## src/rtl/mult_pkg.sv

```systemverilog
// Shared types and constants for the parametrised sequential multiplier.
package mult_pkg;

    typedef enum logic [1:0] {
        IDLE = 2'd0,
        CALC = 2'd1,
        DONE = 2'd2
    } state_e;

    localparam int DEF_WIDTH = 32;

    function automatic int cnt_width(input int w);
        return $clog2(w + 1);
    endfunction

endpackage

```

## src/rtl/mult_cond_neg.sv

```systemverilog
// Conditional two's complement negation: out = en ? -in : in.
module mult_cond_neg #(
    parameter int N = 32
) (
    input  logic [N-1:0] in,
    input  logic         en,
    output logic [N-1:0] out
);

    assign out = en ? (~in + {{(N-1){1'b0}}, 1'b1}) : in;

endmodule

```

## src/rtl/seq_mult_param.sv

```systemverilog
// Sequential shift-add multiplier with per-operand sign mode and valid/ready
// handshakes; one exact 2*WIDTH-bit product per transaction.
module seq_mult_param
    import mult_pkg::*;
#(
    parameter int WIDTH = DEF_WIDTH,
    parameter int CNT_W = cnt_width(WIDTH)
) (
    input  logic               CLK,
    input  logic               reset_n,
    input  logic               in_valid,
    output logic               in_ready,
    input  logic [WIDTH-1:0]   in_a,
    input  logic [WIDTH-1:0]   in_b,
    input  logic               a_signed,
    input  logic               b_signed,
    output logic [2*WIDTH-1:0] out,
    output logic               out_valid,
    input  logic               out_ready
);

    state_e             state_q, state_d;
    logic [2*WIDTH:0]   acc_q, acc_d;
    logic [WIDTH-1:0]   ma_q, ma_d;
    logic [WIDTH-1:0]   mb_q, mb_d;
    logic [CNT_W-1:0]   cnt_q, cnt_d;
    logic               neg_q, neg_d;
    logic [2*WIDTH-1:0] out_q, out_d;
    logic               out_valid_q, out_valid_d;
    logic               in_ready_q, in_ready_d;

    logic               a_neg, b_neg;
    logic [WIDTH-1:0]   a_mag, b_mag;
    logic [WIDTH:0]     acc_sum;
    logic [2*WIDTH:0]   acc_step;
    logic [2*WIDTH-1:0] prod_out;

    assign a_neg = a_signed & in_a[WIDTH-1];
    assign b_neg = b_signed & in_b[WIDTH-1];

    mult_cond_neg #(.N(WIDTH)) u_neg_a (.in(in_a), .en(a_neg), .out(a_mag));
    mult_cond_neg #(.N(WIDTH)) u_neg_b (.in(in_b), .en(b_neg), .out(b_mag));

    // Upper half is WIDTH+1 bits so the add never loses its carry before the shift.
    assign acc_sum  = acc_q[2*WIDTH:WIDTH] + {1'b0, (mb_q[0] ? ma_q : {WIDTH{1'b0}})};
    assign acc_step = {acc_sum, acc_q[WIDTH-1:0]} >> 1;

    mult_cond_neg #(.N(2*WIDTH)) u_neg_p (
        .in (acc_step[2*WIDTH-1:0]),
        .en (neg_q),
        .out(prod_out)
    );

    always_comb begin
        state_d     = state_q;
        acc_d       = acc_q;
        ma_d        = ma_q;
        mb_d        = mb_q;
        cnt_d       = cnt_q;
        neg_d       = neg_q;
        out_d       = out_q;
        out_valid_d = out_valid_q;
        in_ready_d  = in_ready_q;
        case (state_q)
            IDLE: begin
                in_ready_d = 1'b1;
                if (in_ready_q && in_valid) begin
                    ma_d       = a_mag;
                    mb_d       = b_mag;
                    // A zero operand forces a positive result, never negative zero.
                    neg_d      = (a_neg ^ b_neg) & (|in_a) & (|in_b);
                    acc_d      = '0;
                    cnt_d      = '0;
                    in_ready_d = 1'b0;
                    state_d    = CALC;
                end
            end
            CALC: begin
                acc_d = acc_step;
                mb_d  = mb_q >> 1;
                cnt_d = cnt_q + 1'b1;
                if (cnt_q == CNT_W'(WIDTH - 1)) begin
                    out_d       = prod_out;
                    out_valid_d = 1'b1;
                    state_d     = DONE;
                end
            end
            DONE: begin
                if (out_ready) begin
                    out_valid_d = 1'b0;
                    in_ready_d  = 1'b1;
                    state_d     = IDLE;
                end
            end
            default: state_d = IDLE;
        endcase
    end

    always_ff @(posedge CLK or negedge reset_n) begin
        if (!reset_n) begin
            state_q     <= IDLE;
            acc_q       <= '0;
            ma_q        <= '0;
            mb_q        <= '0;
            cnt_q       <= '0;
            neg_q       <= 1'b0;
            out_q       <= '0;
            out_valid_q <= 1'b0;
            in_ready_q  <= 1'b0;
        end else begin
            state_q     <= state_d;
            acc_q       <= acc_d;
            ma_q        <= ma_d;
            mb_q        <= mb_d;
            cnt_q       <= cnt_d;
            neg_q       <= neg_d;
            out_q       <= out_d;
            out_valid_q <= out_valid_d;
            in_ready_q  <= in_ready_d;
        end
    end

    assign out       = out_q;
    assign out_valid = out_valid_q;
    assign in_ready  = in_ready_q;

endmodule

```

## config.mk

```make
export PLATFORM = sky130hd
export DESIGN_NAME = seq_mult_param
export DESIGN_NICKNAME = d
export VERILOG_FILES = /design/src/rtl/mult_pkg.sv /design/src/rtl/mult_cond_neg.sv /design/src/rtl/seq_mult_param.sv
export SDC_FILE = /design/constraint.sdc
export NUM_CORES = 1
export LEC_CHECK = 0
export CAP_MARGIN = 30
export CELL_PAD_IN_SITES_DETAIL_PLACEMENT = 0
export CELL_PAD_IN_SITES_GLOBAL_PLACEMENT = 2
export CORE_MARGIN = 2
export CORE_UTILIZATION = 35
export CTS_CLUSTER_DIAMETER = 50
export CTS_CLUSTER_SIZE = 28
export DETAILED_ROUTE_END_ITERATION = 6
export MAX_ROUTING_LAYER = met4
export PLACE_DENSITY = 0.85
export SLEW_MARGIN = 20
export SYNTH_ARGS = -nofsm -noshare
export SYNTH_HDL_FRONTEND = slang
export SYNTH_SLANG_ARGS = --single-unit
```

## constraint.sdc

```tcl
create_clock -name CLK -period 5.8 [get_ports CLK]
set_input_delay 1.16 -clock CLK [delete_from_list [all_inputs] [get_ports CLK]]
set_output_delay 1.16 -clock CLK [all_outputs]
set_load 0.02 [all_outputs]
```

==> results of run 1 <==
==> cells in the final DEF, fill, tap and decap left out, types with 13 or more instances in the layout <==
master,netlist,routed
nand2_1,259,258
o21ai_0,222,222
dfrtp_1,202,202
clkdlybuf4s50_1,0,134
xor2_1,74,74
nor2_1,65,63
xnor2_1,60,60
a21oi_1,56,56
nand3_1,49,48
and2_1,45,45
ha_1,36,36
a22oi_1,31,31
clkbuf_16,0,27
inv_1,26,26
nor3_1,23,23
o31ai_1,23,23
a21o_1,14,14
o21ai_1,13,13
nor4_1,13,13
o41ai_1,13,13
==> cell families after synthesis <==
logic type | Yosys count | synth area share, %
multiplexers | 10 | 0.853
XOR/XNOR | 135 | 9.44
buffers and inverters | 111 | 3.31
AO/OA/AOI/OAI | 467 | 22.8
adder cells (fa/ha/maj) | 37 | 3.73
AND/OR/NAND/NOR | 521 | 19.7
flip-flops | 202 | 40.1
==> registers in the layout, indices dropped and copies added, names as in the netlist <==
register	flops
in_ready	1
cnt_q	6
out	64
acc_q	63
state_q	2
ma_q	32
out_valid	1
neg_q	1
mb_q	32
==> per-stage QoR <==
step	cells	total power, uW	setup slack, ns
floorplan	1483	4640	1.78
global route	2058	8190	0.701
detailed placement	2006	5820	0.978
CTS	2055	7640	0.945
finish	2058	7580	0.964
global placement	2005	5770	1.05
==> power groups by stage <==
stage / logic (uW) / registers (uW) / clock network (uW)
after floorplan: 2240 / 2410 / 0
after global placement: 3370 / 2400 / 0
after detailed placement: 3410 / 2410 / 0
after CTS: 3430 / 2390 / 1820
after global routing: 3840 / 2460 / 1890
final: 3430 / 2380 / 1770
==> critical path, delay by kind of cell, from the launching register on <==
kind,cells,cell delay (ns)
mux,1,0.27
simple gates,5,1.85
xor+xnor,1,0.09
flops,1,0.93
fa+ha+maj,2,0.67
compound gates,3,0.87
==> routing by layer <==
metal,track usage (%),routed length (um)
met1,28.8,18100
met2,28.3,15300
met3,2.07,1540
met4,3.45,539
met5,-,0
==> final cells by class <==
cell class                      instances  area (um2)
Multi-Input combinational cell       1170        7170
Fill cell                            3528       20100
Clock buffer                           32         734
Tap cell                              461         577
Clock inverter                         17         240
Sequential cell                       202        5050
Timing Repair Buffer                  150        1530
Inverter                               26        97.6
==> worst paths after layout <==
check / endpoint / cells past startpoint
worst min register to register: ma_q[20] / 2
worst max-delay path: out[63] / 12
min in group asynchronous: mb_q[18] / 1
worst min-delay path: ma_q[20] / 2
max in group asynchronous: out[20] / 3
worst max register to register: out[63] / 12
==> impl_metrics.csv, run 1 <==
group,metric,value,unit
critical_path,max_stage_delay,0.93,ns
critical_path,worstPathCellList,"and2_1 -> ha_1 -> fa_1 -> or4_1 -> a221o_1 -> nor4_4 -> o2111ai_2 -> nor4_4 -> nand4_2 -> o31ai_2 -> xor2_1 -> mux2_2",
logic_synthesis,yosys.area.top_type,"dfrtp_1",
clock_tree,ctsResizeCount,0,
logic_synthesis,synth_fp_nets,1590,
critical_path,required,6.23,ns
sta,fin_crit,4.84,ns
logic_synthesis,async_reset_ff_share,100,%
global_route,gr-total-overflow,0,
critical_path,start_kind,"register",
logic_synthesis,synth_edf_count,0,
placement,routabilityCongestion,0.875,
critical_path,critical_path.slowest_cell,"dfrtp_1",
logic_synthesis,synthTopCellsByArea,"dfrtp_1 (40%), o21ai_0 (8.8%), nand2_1 (7.7%), xor2_1 (5.1%), xnor2_1 (4.2%)",
logic_synthesis,synthTopCellsByCount,"nand2_1 (259), o21ai_0 (222), dfrtp_1 (202), xor2_1 (74), clkbuf_1 (72)",
sta,hold_ws,0.469,ns
clock_tree,clkSlewWorstSetupHoldPaths,0.06,ns
clock_tree,post-cts-setup-buffers,0,
logic_synthesis,syn-cell-area,12600,um2
sta,drv_slew,0,
power,power_density,492,nW/um2
logic_synthesis,synth_seq_area_share,40.1,%
critical_path,cpMostUsedCell,"nor4_4",
min_path,hp-class,"register to register",
clock_tree,clockBufferDepth,3,
placement,numPortBuffers,135,
critical_path,critPathMaxFanout,33,
clock_tree,clk_latency,0.55,ns
floorplanning,placementRows,69,
placement,hpwlAfterDp,25.7,mm
routing,via_per_inst,5.36,
sta,tns,0,ns
power,peakVddDrop,240,uV
sta,period_share,83.4,%
finish,final_cell_area,15400,um2
floorplanning,start_util,35.5,%
clock_tree,cts_hold_buf,0,
finish,post-route-util,43.4,%
critical_path,crit_type,"register to register",
job,cap_violations,0,
sta,relSlewSlack,39.1,%
logic_synthesis,synth_cell_type_count,77,
min_path,hold_start,"ma_q[20]",
power,swShare,42.5,%
sta,setup_violations,0,
floorplanning,fp.dieH,194,um
power,p_int,4360,uW
finish,antennaDiodeCount,0,
sta,clock_skew,0.0137,ns
clock_tree,cts.sinks,202,
floorplanning,coreArea,35500,um2
clock_tree,clockRootBuffer,"clkbuf_16",
routing,remaining_drc_errors,0,
power,p_leak,0.00641,uW
critical_path,r2r-start,"mb_q[0]",
clock_tree,cts_buffers,27,
floorplanning,ios,136,
routing,post_drt_wl_per_cell,17.2,um
run_status,status,"finished clean",
global_route,antenna_found_initial,0,
logic_synthesis,synth_top_area_share,40.1,%
routing,drt_iter0_markers,751,
sta,hold_viol,0,
routing,first_pass_iters,5,
logic_synthesis,syn_inst,1483,
routing,vias,11000,
logic_synthesis,yosys_register_bits,202,
floorplanning,die_w,194,um
logic_synthesis,synth_flop_cell,"dfrtp_1",
routing,ant_nets,0,
power,p_switching,3220,uW
power,combPwrFrac,45.2,%
global_route,grt_max_degree,107,
sta,max_freq,207,MHz
logic_synthesis,synth_area_per_cell,8.50,um2
finish,drive_above_1_share,6.51,%
logic_synthesis,yosys_warnings,0,
global_route,grt_pass1_wl,58.3,mm
clock_tree,htree_levels,1,
global_route,first_global_vias,10500,
finish,nets,1684,
sta,worst_pin_slew,0.914,ns
placement,placed_area,14400,um2
logic_synthesis,synth.most_common_cell,"nand2_1",
critical_path,cp.arrival,5.26,ns
floorplanning,die_area,37600,um2
finish,syn_to_final_growth,22.1,%
clock_tree,cts_tree,"done",
routing,routed_wirelength,35.4,mm
power,p_clk_share,23.3,%
critical_path,end_kind,"register",
critical_path,ff2ff_setup_slack,0.96,ns
power,seqPwrFrac,31.5,%
global_route,grt_usage,19.3,%
sta,rsz0062_at_grt,"false",
critical_path,crit_start,"mb_q[0]",
No activity file was read; power rests on OpenSTA's default activity.
==> run 2: changes to the inputs <==
Clock period 5.8 ns to 4.48 ns, I/O delays scaled along.
==> run 2 against run 1 <==
First-iteration DRC count decreased by 13%. Worst setup slack got worse by 0.68 ns. Register-to-register slack got worse by 0.68 ns. Count of clock-buffer cells in the layout decreased by 4. Final area increased by 0.61%. Global-route usage increased by 0.23 points. Cell count increased by 0.83%. Critical path type unchanged.
==> impl_metrics.csv, run 2 (synthesis results as in run 1) <==
group,metric,value,unit
sta,period_share,93.7,%
placement,hpwlAfterDp,26.2,mm
global_route,grt_max_degree,112,
finish,largest_reg_flops,64,
floorplanning,die_area,37600,um2
critical_path,required,4.90,ns
sta,relSlewSlack,34.2,%
clock_tree,clk_latency,0.55,ns
clock_tree,clockBufferDepth,3,
sta,fin_ws,0.280,ns
routing,ant_nets,0,
floorplanning,coreArea,35500,um2
routing,drt_iter0_markers,655,
clock_tree,cts.sinks,202,
finish,final_common_cell,"nand2_1",
sta,hold_viol,0,
critical_path,end_kind,"register",
sta,setup_violations,0,
placement,post-place-ws,0.268,ns
routing,vias,11000,
global_route,first_global_vias,10800,
global_route,grt_usage,19.5,%
power,peakVddDrop,311,uV
sta,worst_pin_slew,0.983,ns
routing,routed_wirelength,35.7,mm
finish,nets,1701,
power,power_density,638,nW/um2
routing,via_per_inst,5.31,
sta,fin_crit,4.20,ns
placement,numPortBuffers,135,
clock_tree,htree_levels,1,
clock_tree,clkSlewWorstSetupHoldPaths,0.07,ns
sta,max_freq,238,MHz
global_route,grt_pass1_wl,59.3,mm
floorplanning,fp.dieH,194,um
min_path,hp-class,"primary input to asynchronous set/reset pin",
routing,post_drt_wl_per_cell,17.2,um
critical_path,max_stage_delay,0.46,ns
global_route,antenna_found_initial,0,
floorplanning,start_util,35.5,%
critical_path,cpLargestDelayFamily,"simple AND/OR/NAND/NOR gates",
finish,mostFrequentLayoutCells,"nand2_1 (258), o21ai_0 (222), dfrtp_1 (202), clkdlybuf4s50_1 (134), xor2_1 (74)",
critical_path,path_buf_inv,0,
floorplanning,ios,136,
clock_tree,ctsResizeCount,0,
run_status,status,"finished clean",
floorplanning,die_w,194,um
critical_path,crit_type,"register to register",
critical_path,critical_path.slowest_cell,"or4_1",
clock_tree,cts_hold_buf,0,
critical_path,critPathMaxFanout,5,
power,p_leak,0.00647,uW
global_route,gr-total-overflow,0,
sta,rsz0062_at_grt,"false",
routing,first_pass_iters,7,
finish,antennaDiodeCount,0,
sta,clock_skew,0.0279,ns
sta,tns,0,ns
floorplanning,placementRows,69,
critical_path,worstPathCellList,"and2_1 -> ha_1 -> fa_1 -> xor2_1 -> or4_1 -> a221o_1 -> nor4_4 -> o2111ai_2 -> nor4_4 -> nand4_2 -> o31ai_2 -> xor2_1 -> mux2_2",
clock_tree,cts_buffers,26,
clock_tree,post-cts-setup-buffers,0,
sta,drv_slew,0,
routing,remaining_drc_errors,0,
clock_tree,cts_tree,"done",
critical_path,start_kind,"register",
job,cap_violations,0,
finish,drive_above_1_share,7.50,%
clock_tree,clockRootBuffer,"clkbuf_16",
placement,routabilityCongestion,0.904,
finish,syn_to_final_growth,22.9,%
critical_path,cp.arrival,4.62,ns
-- run 2: cell types whose count changed in the layout (fill, tap and decap cells not counted), sizes merged --
cell | before | now
clkinv | 9 | 8
clkbuf | 33 | 29
buf | 15 | 33
inv | 30 | 34
-- run 2: report_power, final --
group          internal (uW)  switching, uW  total (uW)  leakage [uW]
registers               2500            524        3030       0.00266
clock network           1310            941        2250      0.000461
logic                   1860           2740        4600       0.00335
total                   5670           4200        9880       0.00647
-- run 2: layout make-up --
cell class	count	area [um2]
Multi-Input combinational cell	1170	7170
Tap cell	461	577
Timing Repair Buffer	168	1640
Sequential cell	202	5050
Fill cell	3552	20000
Inverter	26	97.6
Clock buffer	28	668
Clock inverter	20	285
-- run 2: metal layers --
| metal | GRT usage, % | up-vias | wire length, um | part of all wire, % |
|---|---|---|---|---|
| met5 | - | - | 0 | 0 |
| met4 | 3.73 | 0 | 524 | 1.5 |
| met3 | 1.98 | 33 | 1550 | 4.3 |
| met2 | 28.0 | 247 | 15100 | 42 |
| met1 | 29.7 | 5210 | 18500 | 52 |
| li1 | - | 5531 | - | - |
-- run 2: path summary, 6_finish.rpt --
check,from,to,slack [ns],depth (start not counted)
max,ma_q[0],out[63],0.28,13
min,reset_n,mb_q[18],0.30,1
max reg2reg,ma_q[0],out[63],0.28,13
min reg2reg,out[40],out[40],0.46,2
max in group asynchronous,reset_n,acc_q[34],3.20,3
min in group CLK,out[40],out[40],0.46,2
-- run 2: through the flow --
stage / power [uW] / cells / hold slack (ns) / cell area (um2) / util [%]
after floorplan: 6010 / 1483 / 0.431 / 12600 / -
after global placement: 7600 / 2025 / 0.451 / 14500 / 40.8
after detailed placement: 7660 / 2026 / 0.457 / 14500 / 40.9
after CTS: 9970 / 2074 / 0.471 / 15500 / 43.6
after global routing: 10700 / 2075 / 0.324 / 15500 / 43.7
final: 9880 / 2075 / 0.301 / 15500 / 43.7
==> run 3: changes to the inputs <==
Settings changed: RECOVER_POWER set to 25.
==> run 3 against run 2 <==
The flow now finishes with violations (max-capacitance violations, max-slew violations). Total power is essentially flat. Register-to-register slack is essentially flat. Count of clock-buffer cells in the layout is the same. Largest cell class unchanged. Flip-flop and latch count is the same. Clock skew is essentially flat. Utilization is essentially flat. Combinational power is essentially flat.
==> impl_metrics.csv, run 3 (synthesis results as in run 1) <==
group,metric,value,unit
critical_path,end_kind,"register",
critical_path,cp.arrival,4.62,ns
routing,first_pass_iters,7,
finish,final-seq-area,5050,um2
global_route,grt_usage,19.5,%
finish,post-route-util,43.6,%
sta,period_share,93.8,%
min_path,min_to,"out[40]",
routing,drt_iter0_markers,635,
sta,worst_pin_slew,3.14,ns
finish,stdcell_count,2075,
routing,vias,11000,
global_route,grt_pass1_wl,59.3,mm
finish,antennaDiodeCount,0,
min_path,hold_start,"out[40]",
min_path,hold_path_depth,2,
floorplanning,start_util,35.5,%
floorplanning,ios,136,
routing,remaining_drc_errors,0,
sta,max_freq,238,MHz
sta,setup_violations,0,
placement,routabilityCongestion,0.904,
clock_tree,cts_buffers,26,
critical_path,start_kind,"register",
clock_tree,clkSlewWorstSetupHoldPaths,0.07,ns
critical_path,ff2ff_path_depth,13,
floorplanning,coreArea,35500,um2
routing,via_per_inst,5.31,
finish,nets,1701,
clock_tree,cts_tree,"done",
power,p_leak,0.00646,uW
global_route,grt_max_degree,112,
global_route,antenna_found_initial,0,
finish,largest_reg_flops,64,
routing,routed_wirelength,35.8,mm
finish,multiInputGateArea,7170,um2
sta,rsz0062_at_grt,"false",
power,power_density,638,nW/um2
floorplanning,die_area,37600,um2
sta,tns,0,ns
min_path,hp-class,"register to register",
finish,final_common_cell,"nand2_1",
finish,syn_to_final_growth,22.8,%
sta,fin_ws,0.276,ns
finish,drive_above_1_share,7.37,%
routing,ant_nets,0,
placement,post-place-ws,0.268,ns
job,cap_violations,1,
sta,hold_viol,0,
sta,clock_skew,0.0282,ns
critical_path,rr_endpoint,"out[63]",
floorplanning,die_w,194,um
placement,place_inst,2026,
critical_path,crit_type,"register to register",
critical_path,required,4.90,ns
floorplanning,placementRows,69,
run_status,violations,"max-capacitance violations, max-slew violations",
clock_tree,clk_latency,0.55,ns
finish,mostFrequentLayoutCells,"nand2_1 (258), o21ai_0 (222), dfrtp_1 (202), clkdlybuf4s50_1 (134), xor2_1 (74)",
sta,drv_slew,53,
clock_tree,cts.sinks,202,
clock_tree,ctsResizeCount,0,
sta,fin_crit,4.20,ns
floorplanning,fp.dieH,194,um
sta,hold_ws,0.464,ns
run_status,status,"complete, but fails checks",
clock_tree,clockBufferDepth,3,
clock_tree,cts_hold_buf,0,
critical_path,critPathMaxFanout,5,
routing,post_drt_wl_per_cell,17.3,um
placement,numPortBuffers,135,
clock_tree,clockRootBuffer,"clkbuf_16",
clock_tree,post-cts-setup-buffers,0,
critical_path,r2r-start,"ma_q[0]",
global_route,first_global_vias,10800,
clock_tree,htree_levels,1,
critical_path,ff2ff_setup_slack,0.28,ns
finish,fillers,3553,
global_route,gr-total-overflow,0,
placement,hpwlAfterDp,26.2,mm
power,peakVddDrop,311,uV
sta,relSlewSlack,-109,%
run 3: cell types whose count changed in the layout (fill, tap and decap cells not counted), sizes merged:
| cell | before | now |
|---|---|---|
| clkbuf | 29 | 30 |
| buf | 33 | 32 |
run 3: per-stage QoR:
stage,total power (uW),area [um2]
after floorplan,6010,12600
after global placement,7600,14500
after detailed placement,7660,14500
after CTS,9970,15500
after global routing,10700,15500
final,9880,15500
run 3: layout make-up:
type | instances | area share [%]
tap | 461 | 3.73
clock buffer | 28 | 4.32
inverter | 26 | 0.630
clock inverter | 20 | 1.84
timing repair buffer | 168 | 10.5
sequential | 202 | 32.7
multi-input combinational | 1170 | 46.3
run 3: worst max-delay path by stage:
| stage | endpoint | cells past startpoint | startpoint |
|---|---|---|---|
| final | out[63] | 13 | ma_q[0] |
| after global routing | out[63] | 13 | mb_q[0] |
| after global placement | out[63] | 13 | ma_q[0] |
| after CTS | out[63] | 13 | ma_q[0] |
| after detailed placement | out[63] | 13 | ma_q[0] |
| after floorplan | out[63] | 13 | mb_q[0] |
run 3: critical path: stages, from the launching register on:
cell and delay (ns):
dfrtp_1 0.38, and2_1 0.16, ha_1 0.21, fa_1 0.42, xor2_1 0.21, or4_1 0.46, a221o_1 0.39, nor4_4 0.37
o2111ai_2 0.25, nor4_4 0.40, nand4_2 0.21, o31ai_2 0.25, xor2_1 0.09, mux2_2 0.27
run 3: per-layer routing:
layer / global-route usage (%) / wire length (um)
met1: 29.7 / 18700
met2: 28.0 / 15200
met3: 1.98 / 1440
met4: 3.73 / 524
met5: - / 0
run 3: where the power goes:
part | switching, uW | internal, uW | total (uW)
sequential | 524 | 2500 | 3030
clock | 940 | 1310 | 2250
combinational | 2740 | 1860 | 4600
==> variant (flow settings as in run 2) <==
Take the reset off `ma_q` and `mb_q` and load them in a clocked block of their own.
--- a/src/rtl/seq_mult_param.sv
+++ b/src/rtl/seq_mult_param.sv
@@ -102,4 +102,2 @@
             acc_q       <= '0;
-            ma_q        <= '0;
-            mb_q        <= '0;
             cnt_q       <= '0;
@@ -112,4 +110,2 @@
             acc_q       <= acc_d;
-            ma_q        <= ma_d;
-            mb_q        <= mb_d;
             cnt_q       <= cnt_d;
@@ -122,2 +118,7 @@
 
+    always_ff @(posedge CLK) begin
+        ma_q <= ma_d;
+        mb_q <= mb_d;
+    end
+
     assign out       = out_q;
Function: no difference found for any inputs over 10 cycles, from zero or initial values and one cycle with reset_n low; that may be too few to reach the edited logic, so the function may still have changed.
==> variant against run 2 <==
Setup slack improved by 44 ps; synthesized area shrank 0.59%; cell area down 0.59%; final cell count fell by 2.3%; via count decreased by 4.4%; wire length is 4.1% lower; total power up 22%; maximum frequency rose by 1.1%; sequential cell count unchanged; count of clock-buffer cells in the layout is 4 higher; largest cell class unchanged.
==> variant: results (changes against run 2) <==
route:
  initialDrtViolationCount: 631  # was 655
  wl_mm: 34.3  # was 35.7 mm
  vias: 10532  # was 11021
  drc: 0  # unchanged
  dr.pass1.iters: 5  # was 7
  viasPerCell: 5.19  # was 5.31
place:
  hpwl_mm: 26.0  # was 26.2 mm
  gp_congestion: 0.874  # was 0.904
  placedCellCount: 1979  # was 2026
  place_area_mm2: 0.0145  # about the same
  post-place-ws_ps: 144  # was 268 ps
pwr:
  p_leak_uw: 0.00621  # was 0.00647 µW
  vdd_drop_max_mv: 0.303  # was 0.311 mV
clock_network:
  clock_insertion_delay_worst_skew_ps: 540
  root_buffer: "clkbuf_16"  # unchanged
sta:
  whs_ps: 198  # was 301 ps
  max_slew.worst_pin.slew_ps: 742  # was 983 ps
  fmax_ghz: 0.241  # was 0.238 GHz
  fin_worst_skew_ps: 16.7  # was 27.9 ps
synthesis:
  synth-xor-area-share_pct: 9.57  # was 9.44%
  seq_area_frac_synth_pct: 42.9  # was 40.1%
  synth-adder-area-share_pct: 3.75  # was 3.73%
  synth_compound_area_share_pct: 19.8  # was 22.8%
  synth.area.mux_share_pct: 0.609  # was 0.853%
  synth_common_cells: "nand2_1 (279), o21ai_0 (174), dfrtp_1 (138), xor2_1 (81), nor2_1 (79)"  # was nand2_1 (259), o21ai_0 (222), dfrtp_1 (202), xor2_1 (74), clkbuf_1 (72)
  synth_edf_count: 64  # was 0
  synth_nets: 1531  # was 1590
  synth_cell_types: 78  # was 77
  synthArstFlopShare_pct: 68.3  # was 100%
worst_setup_path:
  rrSetupSlack_ps: 320  # was 280 ps
  cp_slowest_stage_delay_ps: 490  # was 460 ps
  crit_slowest_cell: "or3_1"  # was or4_1
outcome:
  status: "finished, final reports clean"  # unchanged
global_route:
  grt_pass1_wl_mm: 56.1  # was 59.3 mm
  grt_max_degree: 94  # was 112
layout:
  fin_nets: 1656  # was 1701
  multi_input_area_mm2: 0.00682  # was 0.00717 mm²
  layout-drive-gt1-share_pct: 7.79  # was 7.50%
  nFillCells: 3557  # was 3552
[variant: worst paths after layout]
path                              start         to  depth (start not counted)
min in group CLK                out[25]    out[25]                          2
worst max register to register  mb_q[0]    out[54]                         12
worst max-delay path            mb_q[0]    out[54]                         12
max in group asynchronous       reset_n  acc_q[50]                          3
worst min-delay path            reset_n  acc_q[21]                          1
worst min register to register  out[25]    out[25]                          2
[variant: final cells by class]
cell class | instances | share of cell area, %
tap | 461 | 3.74
clock inverter | 14 | 1.01
timing repair buffer | 171 | 11.0
clock buffer | 32 | 4.50
multi-input combinational | 1124 | 44.3
sequential | 202 | 34.9
inverter | 24 | 0.585
[variant: report_power, final]
group	leakage [µW]	switching (µW)	internal (µW)
logic	0.00335	4100	2610
clock network	0.000418	847	1180
registers	0.00244	554	2750
total	0.00621	5500	6540
[variant: metal layers]
layer	up-vias	part of all wire, %	track usage, %
li1	5338	-	-
met1	4901	52	28.5
met2	257	41	26.7
met3	36	5.2	2.49
met4	0	1.4	3.39
met5	-	0	-
